**config.mk**
```make
export PLATFORM = sky130hd
export DESIGN_NAME = weight_load_ctrl
export DESIGN_NICKNAME = d
export VERILOG_FILES = /design/src/rtl/weight_load_ctrl.sv
export SDC_FILE = /design/constraint.sdc
export NUM_CORES = 1
export LEC_CHECK = 0
export BUFFER_PORTS_ARGS = -buffer_cell sky130_fd_sc_hd__buf_2
export CAP_MARGIN = 10
export CORE_AREA = 2 2 237 239
export DETAILED_ROUTE_END_ITERATION = 8
export DIE_AREA = 0 0 239 241
export PLACE_DENSITY = 0.31
export SLEW_MARGIN = 20
export SYNTH_ARGS = -nofsm -noshare
export SYNTH_HDL_FRONTEND = slang
export SYNTH_SLANG_ARGS = --single-unit
export TNS_END_PERCENT = 20
```
**constraint.sdc**
```tcl
create_clock -name clk -period 5.3 [get_ports clk]
set_clock_uncertainty 0.2 [all_clocks]
set_input_delay 0.795 -clock clk [delete_from_list [all_inputs] [get_ports clk]]
set_output_delay 0.795 -clock clk [all_outputs]
set_load 0.01 [all_outputs]
```
**src/rtl/weight_load_ctrl.sv**
```systemverilog
// Weight tile loader: pops one tile per step from the weight FIFO, streams its
// rows (highest index first) into the PE array, then holds until compute completes.
module weight_load_ctrl #(
  parameter int WEIGHT_BW   = 8,
  parameter int NUM_PE_ROWS = 8,
  parameter int MATRIX_SIZE = 8,
  parameter int TILE_CNT_W  = 8,
  localparam int ROW_W  = WEIGHT_BW * MATRIX_SIZE,
  localparam int TILE_W = ROW_W * NUM_PE_ROWS,
  localparam int IDX_W  = (NUM_PE_ROWS > 1) ? $clog2(NUM_PE_ROWS) : 1
) (
  input  logic                  clk,
  input  logic                  rst,
  input  logic                  start,
  input  logic                  abort,
  input  logic [TILE_CNT_W-1:0] num_tiles,
  input  logic                  fifo_empty,
  input  logic [TILE_W-1:0]     fifo_data,
  output logic                  fifo_rd_en,
  output logic                  w_row_valid,
  output logic [IDX_W-1:0]      w_row_idx,
  output logic [ROW_W-1:0]      w_row_data,
  input  logic                  compute_done,
  output logic                  tile_ready,
  output logic [TILE_CNT_W-1:0] tile_idx,
  output logic                  busy,
  output logic                  starve,
  output logic                  done,
  output logic [2:0]            dbg_state
);

  typedef enum logic [2:0] {
    S_IDLE      = 3'd0,
    S_WAIT_FIFO = 3'd1,
    S_LOAD      = 3'd2,
    S_COMPUTE   = 3'd3,
    S_DONE      = 3'd4
  } state_e;

  localparam logic [IDX_W-1:0] LAST_ROW = IDX_W'(NUM_PE_ROWS - 1);

  state_e                state_q, state_d;
  logic [IDX_W-1:0]      row_q, row_d;
  logic [TILE_CNT_W-1:0] tile_idx_q, tile_idx_d;
  logic [TILE_CNT_W-1:0] ntiles_q, ntiles_d;

  always_ff @(posedge clk or posedge rst) begin
    if (rst) begin
      state_q    <= S_IDLE;
      row_q      <= '0;
      tile_idx_q <= '0;
      ntiles_q   <= '0;
    end else begin
      state_q    <= state_d;
      row_q      <= row_d;
      tile_idx_q <= tile_idx_d;
      ntiles_q   <= ntiles_d;
    end
  end

  // Handshakes: fifo_rd_en pops the FIFO on the edge it is high (data_out is valid
  // from the next cycle); w_row_valid/compute_done are one-way strobes, no backpressure.
  always_comb begin
    state_d     = state_q;
    row_d       = row_q;
    tile_idx_d  = tile_idx_q;
    ntiles_d    = ntiles_q;
    fifo_rd_en  = 1'b0;
    w_row_valid = 1'b0;
    w_row_idx   = '0;
    w_row_data  = '0;
    tile_ready  = 1'b0;
    starve      = 1'b0;
    done        = 1'b0;
    unique case (state_q)
      S_IDLE: begin
        if (start && !abort) begin
          ntiles_d   = num_tiles;
          tile_idx_d = '0;
          state_d    = (num_tiles == '0) ? S_DONE : S_WAIT_FIFO;
        end
      end
      S_WAIT_FIFO: begin
        starve = fifo_empty;
        if (abort) begin
          state_d = S_IDLE;
        end else if (!fifo_empty) begin
          fifo_rd_en = 1'b1;
          row_d      = LAST_ROW;
          state_d    = S_LOAD;
        end
      end
      S_LOAD: begin
        w_row_valid = 1'b1;
        w_row_idx   = row_q;
        w_row_data  = fifo_data[row_q * ROW_W +: ROW_W];
        if (abort) begin
          state_d = S_IDLE;
        end else if (row_q == '0) begin
          state_d = S_COMPUTE;
        end else begin
          row_d = row_q - IDX_W'(1);
        end
      end
      S_COMPUTE: begin
        tile_ready = 1'b1;
        if (abort) begin
          state_d = S_IDLE;
        end else if (compute_done) begin
          tile_idx_d = tile_idx_q + TILE_CNT_W'(1);
          state_d    = (tile_idx_d == ntiles_q) ? S_DONE : S_WAIT_FIFO;
        end
      end
      S_DONE: begin
        done    = !abort;
        state_d = S_IDLE;
      end
      default: state_d = S_IDLE;
    endcase
  end

  assign tile_idx  = tile_idx_q;
  assign busy      = (state_q != S_IDLE);
  assign dbg_state = state_q;

endmodule

```
==> summary.txt <==
Synthesis
  • Synth Flop Type: dfrtp_1
  • Number of enable flip-flop cells after synthesis: 0
  • Syn. warnings: 0
  • Post-Syn Instances: 529
  • Synthesized net count: 1058
  • Post-synthesis area per instance: 10.1 um^2
  • Post-synthesis register bit count: 22
  • Ys async rst share: 100%
  • Seq/Total Area, Yosys: 10.3%
  • Post-synth cell types: 48
  • Post-Syn Area: 0.00534 mm^2

STA
  • Worst-margin pin slew: 699 ps
  • Final Cycle Share: 64.9%
  • Fin worst setup slack: 1860 ps
  • Final setup viols: 0
  • Hold_ws: 340 ps
  • Max Fclk: 291 MHz
  • Rel. slew slack: 53.4%
  • Final hold viol count: 0
  • Minimum clock period: 3440 ps
  • RSZ-0062 raised after global routing: false
  • Final max-slew violation count: 0
  • Setup TNS: 0 ps

Global route
  • GRT overflow: 0
  • Vias in the first global route: 7322
  • Largest net degree at the start of global routing: 58
  • Initial antenna violation count: 9
  • Global-route wire length before repair: 51800 um
  • GRT Overall Usage: 12.4%

Clock network
  • TritonCTS Buffers: 3
  • Setup Fix Bufs, Post-CTS: 0
  • Clock root buffer: clkbuf_16
  • Clk buf depth: 2
  • CTS H-tree lvls: 1
  • CTS clk-pin slew, worst paths: 70 ps
  • CTS resizes: 0
  • Cts hold-fix bufs: 0
  • CTS tree: yes
  • Worst skew pair latency: 270 ps
  • TritonCTS Sinks: 22

Floorplanning
  • Effective utilization at floorplan: 9.73%
  • Row count: 86
  • Die height: 241 um
  • I/O pin count: 610
  • Total core area: 0.0549 mm^2
  • Die area: 0.0576 mm^2
  • Die width: 239 um

Placed design
  • # placed instances: 1798
  • Pre-CTS WS: 2080 ps
  • PortBufs: 609
  • Placed cell area: 0.00919 mm^2
  • Routability cong.: 0.800
  • Dpl hpwl: 33800 um

Setup path
  • Crit-path max FO: 42
  • Critical path's slowest cell: dfrtp_4
  • CP most frequent cell: buf_12
  • Buffers & Inverters on Critical Path: 3
  • Startpoint class of the critical path: flop
  • Worst path arrival time: 2450 ps
  • Max incr delay on CP: 560 ps
  • Worst EP required: 4300 ps
  • Worst Path Class, Setup: reg -> out
  • Critical Path Sink Type: output pin
  • Delay-heaviest family, CP: buffers and inverters
  • Worst path cell trace: buf_12, buf_12, mux4_2, nand2_1, a21oi_1, buf_2

Power and ir drop
  • Static leakage: 4.51 nW
  • Overall Power: 2.85 mW
  • Worst VDD drop: 0.186 mV
  • Power density cells: 306 mW/mm^2

Hold path
  • Min-Delay Path Class: reg -> reg

Routing
  • DR iter-0 viols: 290
  • Antenna-violating nets left: 0
  • Drt wl/cell: 21.7 um
  • Drt drc: 0
  • Routed vias/inst: 3.93
  • Routed WL: 39200 um
  • TritonRoute pass-1 iters: 4
  • Vias: 7110

Finish
  • # nets final: 1628
  • Fillers: 6270
  • Most frequent cells in the layout: 609 x buf_2, 146 x nand2_1, 128 x mux4_2, 68 x a21oi_1, 19 x dfrtp_1
  • Syn-to-layout area delta: 74.3%
  • Non-filler instance count after layout: 1809
  • Final Core Density: 17.0%
  • FF+latch area: 562 um^2
  • Cell area after layout: 0.00931 mm^2
  • Share of cells above drive strength 1: 70.8%
  • Commonest non-fill, non-tap cell in the layout: buf_2
  • Multi-input gate area: 0.00449 mm^2

Flow run
  • Max Cap Viol: 0

Run status
  • Status: finished clean
[path summary, 6_finish.rpt]
kind                                          from                       to  slack [ps]  depth (start not counted)
max in group asynchronous                      rst     row_q[1]$_DFFE_PP0P_        4090                          2
hold reg to reg            tile_idx[7]$_DFFE_PP0P_  tile_idx[7]$_DFFE_PP0P_         340                          1
setup reg to reg              row_q[2]$_DFFE_PP0P_     row_q[0]$_DFFE_PP0P_        2480                          5
min in group asynchronous                      rst  tile_idx[7]$_DFFE_PP0P_         380                          2
hold / removal             tile_idx[7]$_DFFE_PP0P_  tile_idx[7]$_DFFE_PP0P_         340                          1
setup / recovery              row_q[0]$_DFFE_PP0P_           w_row_data[41]        1860                          6
[registers in the layout, indices dropped and copies added (netlist names)]
signal     cells
dbg_state      3
tile_idx       8
row_q          3
ntiles_q       8
[area by class of cell]
type | count | area share [%]
clock inverter | 1 | 0.323
multi-input combinational | 440 | 48.2
clock buffer | 3 | 0.807
sequential | 22 | 6.04
tap | 704 | 9.46
timing repair buffer | 624 | 34.6
inverter | 8 | 0.336
antenna | 7 | 0.188
[cells by family (layout without fill, tap and decap cells)]
kind of cell / Yosys count / after routing / synth area share (%)
xor+xnor: 10 / 10 / 1.64
buf+inv: 67 / 636 / 5.72
simple gates: 192 / 192 / 15.4
mux: 137 / 137 / 55.8
fa+ha+maj: 3 / 3 / 0.703
compound gates: 98 / 98 / 10.4
flops: 22 / 22 / 10.3
other cells: 0 / 7 / 0
[synthesized netlist by cell type, types with 7 or more instances]
| cell | instances | area [um^2] |
|---|---|---|
| a21oi_1 | 68 | 340 |
| clkbuf_1 | 29 | 109 |
| nor2_1 | 12 | 45.0 |
| inv_1 | 8 | 30.0 |
| nand3_1 | 7 | 35.0 |
| buf_1 | 9 | 33.8 |
| mux4_2 | 128 | 2880 |
| dfrtp_1 | 22 | 551 |
| mux2_2 | 8 | 90.1 |
| nand2_1 | 146 | 548 |
| o21ai_0 | 14 | 70.1 |
| buf_2 | 16 | 80.1 |
[layer usage]
metal / wire length, um / GRT usage (%) / vias to the layer above
met4: 535 / 2.23 / 2
met5: 13 / 0 / -
li1: - / - / 3226
met3: 3770 / 3.56 / 22
met1: 15100 / 14.9 / 3476
met2: 19800 / 21.9 / 384
[report_power, final]
group | internal (mW) | switching (mW)
combinational | 1.20 | 1.09
clock | 0.150 | 0.0762
sequential | 0.219 | 0.111
total | 1.57 | 1.28
No activity file was read; power rests on OpenSTA's default activity.
